--- config.mk ---
export PLATFORM = sky130hd
export DESIGN_NAME = muldiv_arbiter
export DESIGN_NICKNAME = d
export VERILOG_FILES = /design/src/rtl/eei.sv /design/src/rtl/rr_arbiter.sv /design/src/rtl/muldiv_arbiter.sv
export SDC_FILE = /design/constraint.sdc
export NUM_CORES = 1
export LEC_CHECK = 0
export CAP_MARGIN = 0
export CORE_AREA = 4 4 240 242
export CTS_CLUSTER_SIZE = 16
export DETAILED_ROUTE_END_ITERATION = 6
export DIE_AREA = 0 0 244 246
export PLACE_DENSITY = 0.45
export SETUP_SLACK_MARGIN = 0.4
export SLEW_MARGIN = 15
export SYNTH_ARGS = -nofsm -noshare
export SYNTH_HDL_FRONTEND = slang
export SYNTH_SLANG_ARGS = --single-unit
--- constraint.sdc ---
create_clock -name clk -period 2.3 [get_ports clk]
set_input_delay 0.69 -clock clk [delete_from_list [all_inputs] [get_ports clk]]
set_output_delay 0.69 -clock clk [all_outputs]
set_load 0.02 [all_outputs]
--- src/rtl/eei.sv ---
// Execution-environment definitions shared by the integer pipeline and its
// functional units: register width, the XLEN word type and the mul/div arbiter FSM states.
package eei;
  localparam int XLEN = 64;

  typedef logic [XLEN-1:0] UIntX;

  typedef enum logic [1:0] {
    MDA_IDLE  = 2'd0,
    MDA_ISSUE = 2'd1,
    MDA_WAIT  = 2'd2
  } mda_state_e;
endpackage

--- src/rtl/rr_arbiter.sv ---
// Round-robin picker: scans from ptr upward (wrapping) and grants the first
// eligible requester. Purely combinational, so callers own the pointer.
module rr_arbiter #(
  parameter int N = 2,
  localparam int IW = (N > 1) ? $clog2(N) : 1
) (
  input  logic [N-1:0]  eligible,
  input  logic [IW-1:0] ptr,
  output logic [N-1:0]  grant_onehot,
  output logic [IW-1:0] grant_idx,
  output logic          any
);
  localparam logic [IW:0] N_EXT = (IW + 1)'(N);

  logic [IW:0] idx_ext;

  always_comb begin
    grant_onehot = '0;
    grant_idx    = '0;
    any          = 1'b0;
    idx_ext      = '0;
    for (int k = 0; k < N; k++) begin
      idx_ext = {1'b0, ptr} + (IW + 1)'(k);
      if (idx_ext >= N_EXT) idx_ext = idx_ext - N_EXT;
      if (!any && eligible[idx_ext[IW-1:0]]) begin
        any                              = 1'b1;
        grant_idx                        = idx_ext[IW-1:0];
        grant_onehot[idx_ext[IW-1:0]]    = 1'b1;
      end
    end
  end
endmodule

--- src/rtl/muldiv_arbiter.sv ---
// Shares one multiply/divide unit between NREQ requesters, one operation in
// flight, with a one-entry response buffer per requester and flush support.
module muldiv_arbiter
  import eei::*;
#(
  parameter int NREQ = 2,
  localparam int IW = $clog2(NREQ)
) (
  input  logic                       clk,
  input  logic                       rst,
  // Handshake rule on every valid/ready pair: a transfer happens on the clk
  // edge where valid and ready are both high; valid may not depend on ready.
  input  logic [NREQ-1:0]            req_valid,
  output logic [NREQ-1:0]            req_ready,
  input  logic [NREQ-1:0][2:0]       req_funct3,
  input  logic [NREQ-1:0]            req_is_op32,
  input  logic [NREQ-1:0][XLEN-1:0]  req_op1,
  input  logic [NREQ-1:0][XLEN-1:0]  req_op2,
  output logic [NREQ-1:0]            resp_valid,
  output logic [NREQ-1:0][XLEN-1:0]  resp_result,
  input  logic [NREQ-1:0]            resp_ready,
  input  logic [NREQ-1:0]            flush,
  output logic                       mdu_valid,
  output logic [2:0]                 mdu_funct3,
  output logic                       mdu_is_op32,
  output UIntX                       mdu_op1,
  output UIntX                       mdu_op2,
  input  logic                       mdu_ready,
  input  logic                       mdu_rvalid,
  input  UIntX                       mdu_result,
  output logic [15:0]                busy_cycles,
  output mda_state_e                 fsm_state
);
  mda_state_e      state;
  logic [IW-1:0]   rr_ptr;
  logic [IW-1:0]   gnt_idx;
  logic [IW-1:0]   pick_idx;
  logic [NREQ-1:0] eligible;
  logic [NREQ-1:0] pick_onehot;
  logic            pick_any;
  logic            kill;
  logic [2:0]      op_funct3;
  logic            op_is_op32;
  UIntX            op1_q;
  UIntX            op2_q;
  logic            rsp_commit;

  // A flushed requester is never granted; a full buffer only blocks its owner.
  assign eligible = req_valid & ~flush & (~resp_valid | resp_ready);

  rr_arbiter #(.N(NREQ)) u_rr (
    .eligible     (eligible),
    .ptr          (rr_ptr),
    .grant_onehot (pick_onehot),
    .grant_idx    (pick_idx),
    .any          (pick_any)
  );

  assign req_ready   = (state == MDA_IDLE && !rst) ? pick_onehot : '0;
  assign mdu_valid   = (state == MDA_ISSUE) && !rst;
  assign mdu_funct3  = op_funct3;
  assign mdu_is_op32 = op_is_op32;
  assign mdu_op1     = op1_q;
  assign mdu_op2     = op2_q;
  assign fsm_state   = state;
  assign rsp_commit  = (state == MDA_WAIT) && mdu_rvalid;

  always_ff @(posedge clk) begin
    if (rst) begin
      state       <= MDA_IDLE;
      rr_ptr      <= '0;
      gnt_idx     <= '0;
      kill        <= 1'b0;
      op_funct3   <= '0;
      op_is_op32  <= 1'b0;
      op1_q       <= '0;
      op2_q       <= '0;
      busy_cycles <= '0;
    end else begin
      case (state)
        MDA_IDLE: begin
          if (pick_any) begin
            state      <= MDA_ISSUE;
            gnt_idx    <= pick_idx;
            op_funct3  <= req_funct3[pick_idx];
            op_is_op32 <= req_is_op32[pick_idx];
            op1_q      <= req_op1[pick_idx];
            op2_q      <= req_op2[pick_idx];
            rr_ptr     <= (pick_idx == IW'(NREQ - 1)) ? '0 : pick_idx + 1'b1;
            kill       <= 1'b0;
          end
        end
        MDA_ISSUE: begin
          if (mdu_ready) state <= MDA_WAIT;
          if (flush[gnt_idx]) kill <= 1'b1;
        end
        MDA_WAIT: begin
          // The unit cannot be aborted, so a flushed operation runs to completion.
          if (mdu_rvalid) begin
            state <= MDA_IDLE;
            kill  <= 1'b0;
          end else if (flush[gnt_idx]) begin
            kill <= 1'b1;
          end
        end
        default: state <= MDA_IDLE;
      endcase
      if (state != MDA_IDLE && busy_cycles != 16'hFFFF) busy_cycles <= busy_cycles + 16'd1;
    end
  end

  always_ff @(posedge clk) begin
    for (int i = 0; i < NREQ; i++) begin
      if (rst) begin
        resp_valid[i]  <= 1'b0;
        resp_result[i] <= '0;
      end else if (rsp_commit && gnt_idx == IW'(i) && !kill && !flush[i]) begin
        resp_valid[i]  <= 1'b1;
        resp_result[i] <= mdu_result;
      end else if (resp_valid[i] && (resp_ready[i] || flush[i])) begin
        resp_valid[i]  <= 1'b0;
      end
    end
  end
endmodule

==> results.yml, run 1 <==
setup_path:
  cp-start-kind: "register"
  cp_top_family: "flip-flops"
  crit_path_cell_trace: "inv_4 > ha_4 > inv_4 > nor4b_4 > buf_4"
  crit_arrival_ns: 1.64
  max_stage_delay_ns: 0.35
  slowest_stage: "dfxtp_4"
  crit_type: "reg -> out"
  cpMostUsedCell: "inv_4"
  critPathBufInv: 3
  crit_fanout: 4
  end_kind: "output pin"
  required_ns: 1.61
  worst-r2r-setup-slack_ns: 0.17
sta:
  drv_slew: 0
  worst_pin_slew_ns: 0.9558
  setup_ws_ns: -0.02639
  max_freq_ghz: 0.4299
  slew_headroom_pct: 36.28
  fin_worst_skew_ns: 0.01379
  hold_violations: 0
  fin_crit_ns: 2.326
  min_period_over_period_pct: 101.1
  rsz0062_at_grt: "yes"
  fin_hold_ws_ns: 0.4568
  setup-violations-final: 2
clock_network:
  htree_levels: 2
  cts_buffers: 37
  clock_path_buffers: 3
  cts_hold_buf: 0
  cts_root_buf: "clkbuf_16"
  cts_tree: "built"
  cts_num_sinks: 283
  path_clk_slew_ns: 0.06
  clk_latency_ns: 0.54
route:
  firstDrtPassIters: 5
  detail_route.wl_per_cell_um: 25.17
  dr.first_iter.drc_count: 564
  viasPerCell: 4.734
  wirelength_um: 69950
  vias: 13160
  post-route-drc-count: 0
  postRouteAntennaNets: 0
grt:
  grt_max_degree: 66
  antenna_found_initial: 5
  gr-usage-all-layers_pct: 19.23
  grt_pass1_vias: 12770
  overflow: 0
  grt_pass1_wl_um: 87660
cells_and_area:
  fin_nets: 2345
  layoutNonFillerInstCount: 2779
  syn2layout_area_growth_pct: 103.9
  design_area_sq_um: 23040
  post-route-util_pct: 41.83
  layout-drive-gt1-share_pct: 37.64
logic_synthesis:
  yosysTopAreaCell: "dfxtp_1"
  synth-edff-count: 0
  syn_nets: 1654
  synthTopCellsByArea: "dfxtp_1, a21oi_1, a221o_1"
  ys.flop_type: "dfxtp_1"
  synth_top_area_share_pct: 50.13
  syn_area_sq_um: 11300
  ys_seq_area_share_pct: 50.13
  synth_warnings: 0
  synthCells: 1309
  synth_cell_type_count: 48
  synthArstFlopShare_pct: 0
  synth_area_per_cell_sq_um: 8.633
  ys_ff_latch: 283
placement:
  dpl.hpwl_um: 42280
  placed_cells: 2624
  postPlaceCellArea_sq_um: 18710
  place.gp.congestion: 0.8447
  io_buffers: 620
job:
  cap_violations: 0
floorplanning:
  num_rows: 86
  fp.dieW_um: 244
  die_h_um: 246
  core-area_sq_um: 55090
  die_area_sq_um: 60020
  initial_core_util_pct: 20.51
  io_pins: 621
power:
  powerDensity_nw_per_um2: 740.0
  power_leakage_nw: 8.700
  ir_worst_vdd_uv: 404.1
  total_power_mw: 17.05
worst_hold_path:
  min_path_type: "reg -> reg"
status:
  status: "finished with violations"
  violations: "setup timing"
[area by class of cell]
class / count / area (sq um)
inverter: 8 / 40.04
antenna: 4 / 10.01
clock inverter: 11 / 67.56
timing repair buffer: 767 / 8577
fill: 5420 / 32050
clock buffer: 55 / 1116
tap: 748 / 935.9
multi-input combinational: 903 / 6609
sequential: 283 / 5689
[through the flow]
step,setup slack (ns),setup TNS [ns]
after detailed placement,-0.9488,-116.50
final,-0.02639,-0.03292
after CTS,-0.08245,-0.1532
after floorplan,0.003953,0
after global routing,-0.08894,-0.1636
after global placement,-0.9668,-118.46
[power breakdown]
part | leakage [nW] | switching [mW] | total [mW] | internal (mW)
registers | 2.31 | 0.317 | 5.72 | 5.41
clock network | 0.584 | 2.35 | 5.71 | 3.36
logic | 5.81 | 3.02 | 5.62 | 2.60
[state kept, by name, summed over array words and instances (netlist names)]
register and count:
resp_result 128, mdu_op1 64, mdu_op2 64, busy_cycles 16, mdu_funct3 3, fsm_state 2, resp_valid 2, gnt_idx 1
kill 1, mdu_is_op32 1, rr_ptr 1
[worst reg2reg max path, stage by stage, from the launching register on]
cell,delay (ns)
dfxtp_4,0.36
inv_4,0.04
ha_4,0.17
buf_4,0.13
buf_6,0.12
buf_12,0.13
nand3b_1,0.18
a2111o_1,0.44
or3_1,0.35
a21oi_2,0.13
[layer usage]
| layer | GRT usage, % | vias to the layer above | share of wire (%) |
|---|---|---|---|
| met2 | 34.14 | 590 | 51 |
| met5 | 0 | - | 0.026 |
| met3 | 6.628 | 103 | 7.8 |
| met1 | 22.67 | 6383 | 39 |
| met4 | 3.679 | 2 | 2.7 |
| li1 | - | 6077 | - |
[cells by family (layout without fill, tap and decap cells)]
| logic type | after synthesis | after routing | synth area share (%) |
|---|---|---|---|
| buf+inv | 124 | 841 | 4.473 |
| xor+xnor | 2 | 2 | 0.1550 |
| compound gates | 428 | 428 | 25.41 |
| other cells | 0 | 4 | 0 |
| fa+ha+maj | 7 | 7 | 0.7750 |
| flops | 283 | 283 | 50.13 |
| mux | 6 | 6 | 0.5536 |
| simple gates | 459 | 460 | 18.50 |
[cell usage after synthesis (all sizes together), types with 5 or more instances]
cell type  count
a21oi        274
nand2        317
nor2          11
or3            6
nor3           6
nand3          5
buf           38
o21ai          5
clkbuf        78
ha             7
inv            8
dfxtp        283
nand2b        88
a221o        132
[what timing repair did]
item | CTS | global route
buffers inserted | 8 | 22
endpoints found under the setup margin | 549 | 359
gates cloned | 11 | 44
pin swaps | 14 | 91
endpoints found under the hold margin | 0 | 0
gates resized for setup | 977 | 424
[path summary, 6_finish.rpt]
check	startpoint	cells past startpoint	to
worst min register to register	resp_result[88]$_SDFFE_PP0P_	2	resp_result[88]$_SDFFE_PP0P_
worst min-delay path	resp_result[88]$_SDFFE_PP0P_	2	resp_result[88]$_SDFFE_PP0P_
worst max-delay path	fsm_state[0]$_SDFFE_PP0P_	5	req_ready[1]
worst max register to register	fsm_state[1]$_SDFFE_PP0P_	9	busy_cycles[12]$_SDFFE_PP0P_
[layout by cell type, fill, tap and decap left out, types with 6 or more instances in the layout]
cell,count
clkbuf_16,69
clkbuf_1,8
buf_6,29
nand2_1,170
clkdlybuf4s15_2,188
clkdlybuf4s15_1,28
nor2_1,9
dfxtp_1,268
clkbuf_8,8
clkdlybuf4s50_1,330
a21oi_2,97
buf_16,18
a21oi_1,177
nand2_2,46
nand2b_1,85
a221o_1,132
buf_12,25
buf_2,56
buf_4,51
nand2_4,101
buf_8,6
clkinv_2,7
dfxtp_2,13
Power figures use the tool's default switching activity.
==> run 2, diff against run 1 <==
CTS_BUF_LIST = sky130_fd_sc_hd__clkbuf_2   (was not set)
PLACE_DENSITY = 0.44   (was 0.45)
clock period = 2.55 ns   (was 2.3 ns; I/O delays follow)
==> run 2 against run 1 <==
Against the previous run:
- the flow still finishes with violations (setup timing)
- sequential power shrank 7.5%
- via count is essentially flat
- wire length shrank 6.6%
- die area is the same
- design area shrank 5.3%
- sequential share of layout area grew 3.1 points
- flip-flop and latch count is the same
- cell count grew 2.5%
- non-clock buffer count shrank 14
- core utilization shrank 2.2 points
- first-iteration DRC count shrank 3.5%
- highest routed layer unchanged
==> results.yml, run 2 (synthesis gave the netlist of run 1 again) <==
placement:
  place.gp.congestion: 0.9136
  io_buffers: 620
  dpl.hpwl_um: 42950
  dp_slack_ns: -0.8021
sta:
  setup_ws_ns: -0.3268
  setup-violations-final: 71
  max_freq_ghz: 0.3476
  slew_headroom_pct: 42.06
  min_period_over_period_pct: 112.8
  rsz0062_at_grt: "yes"
  worst_pin_slew_ns: 0.8692
  fin_crit_ns: 2.877
  drv_slew: 0
  hold_violations: 0
  fin_worst_skew_ns: 0.07629
clock_network:
  cts_buffers: 85
  cts_num_sinks: 283
  cts_tree: "built"
  cts_root_buf: "clkbuf_2"
  htree_levels: 3
  clock_path_buffers: 3
  clk_latency_ns: 0.97
  path_clk_slew_ns: 0.11
  cts_hold_buf: 0
grt:
  grt_max_degree: 156
  antenna_found_initial: 9
  gr-usage-all-layers_pct: 19.09
  grt_pass1_vias: 13160
  grt_pass1_wl_um: 87440
  overflow: 0
cells_and_area:
  largest_reg_flops: 128
  regMostFlops: "resp_result"
  syn2layout_area_growth_pct: 93.06
  mostFrequentLayoutCell: "clkdlybuf4s50_1"
  mostFrequentLayoutCells: "clkdlybuf4s50_1, buf_6, dfxtp_2, a21oi_1, nand2_1"
  fin_nets: 2378
  multiInputGateArea_sq_um: 5772
  post-route-util_pct: 39.60
  seq_area_sq_um: 6053
  layout-drive-gt1-share_pct: 46.99
  fillers: 5690
setup_path:
  end_kind: "output pin"
  crit_fanout: 2
  crit_path_cell_trace: "clkdlybuf4s50_1 > nand2b_1 > nor2_4 > nor4b_4 > buf_4"
  max_stage_delay_ns: 0.50
  r2r-end: "resp_result[98]$_SDFFE_PP0P_"
  rr_worst_depth: 16
  cp-start-kind: "input port"
  slowest_stage: "clkdlybuf4s50_1"
  crit_type: "in -> out"
  worst-r2r-setup-slack_ns: -0.09
  crit_arrival_ns: 2.11
  reg2reg_from: "fsm_state[0]$_SDFFE_PP0P_"
  required_ns: 1.79
floorplanning:
  die_area_sq_um: 60020
  die_h_um: 246
  initial_core_util_pct: 20.51
  core-area_sq_um: 55090
  io_pins: 621
  fp.dieW_um: 244
  num_rows: 86
worst_hold_path:
  worstHoldStart: "mdu_result[58]"
  min_path_type: "in -> reg"
  hold_path_end: "resp_result[122]$_SDFFE_PP0P_"
  holdPathStages: 3
route:
  firstDrtPassIters: 5
  vias: 13150
  post-route-drc-count: 0
  dr.first_iter.drc_count: 544
  detail_route.wl_per_cell_um: 22.94
  wirelength_um: 65360
  viasPerCell: 4.615
  postRouteAntennaNets: 0
power:
  ir_worst_vdd_uv: 726.4
  power_leakage_nw: 8.520
  powerDensity_nw_per_um2: 608.2
status:
  status: "finished with violations"
  violations: "setup timing"
job:
  cap_violations: 0
run 2: final cells by class:
class                      count  share of cell area, %
timing repair buffer         753                  37.87
sequential                   283                  27.75
multi-input combinational    902                  26.46
tap                          748                  4.290
clock buffer                 124                  2.845
clock inverter                24                 0.5620
inverter                       8                 0.1491
antenna                        7                0.08029
run 2: routing by layer:
layer | wire [um] | vias to the layer above | GRT usage, %
li1 | - | 6157 | -
met1 | 24540 | 6314 | 20.97
met2 | 32900 | 571 | 33.33
met3 | 6169 | 103 | 8.239
met4 | 1731 | 2 | 6.110
met5 | 20 | - | 0
run 2: how the worst max path moves through the flow:
stage / start / end / slack, ns / cells past startpoint
2_1_floorplan: resp_ready[1] / req_ready[1] / 0.10 / 4
5_1_grt: fsm_state[0]$_SDFFE_PP0P_ / req_ready[1] / -0.52 / 5
4_1_cts: resp_valid[1]$_SDFFE_PP0P_ / req_ready[1] / -0.53 / 4
6_report: flush[1] / req_ready[1] / -0.33 / 5
3_5_place_dp: flush[1] / req_ready[1] / -0.80 / 5
3_3_place_gp: flush[1] / req_ready[1] / -0.84 / 5
run 2: worst max-delay path, delay by kind of cell:
kind | cells | cell delay, ns
buffers and inverters | 2 | 0.69
AND/OR/NAND/NOR | 3 | 0.65
run 2: repair_timing:
item,4_1_cts,5_1_grt
gates cloned,0,22
gates resized for setup,2082,207
pin swaps,7,44
buffers inserted,41,18
hold endpoints to repair,0,0
endpoints found under the setup margin,371,507
run 2: through the flow:
stage | hold WS [ns] | TNS (ns) | instances | power, mW | area, sq um
finish | 0.3437 | -2.662 | 2849 | 13.27 | 21820
global route | 0.1993 | -17.92 | 2847 | 14.04 | 21810
CTS | 0.1303 | -7.577 | 2802 | 13.31 | 20480
detailed placement | 0.4463 | -82.80 | 2613 | 9.177 | 18610
global placement | 0.4413 | -87.75 | 2613 | 9.197 | 18610
floorplan | 0.4896 | 0 | 1309 | 6.980 | 11350
run 2: power by group:
part           internal (mW)  switching [mW]  leakage (nW)
clock                   1.39            2.13         0.571
sequential              4.94           0.353          2.43
combinational           2.17            2.28          5.52
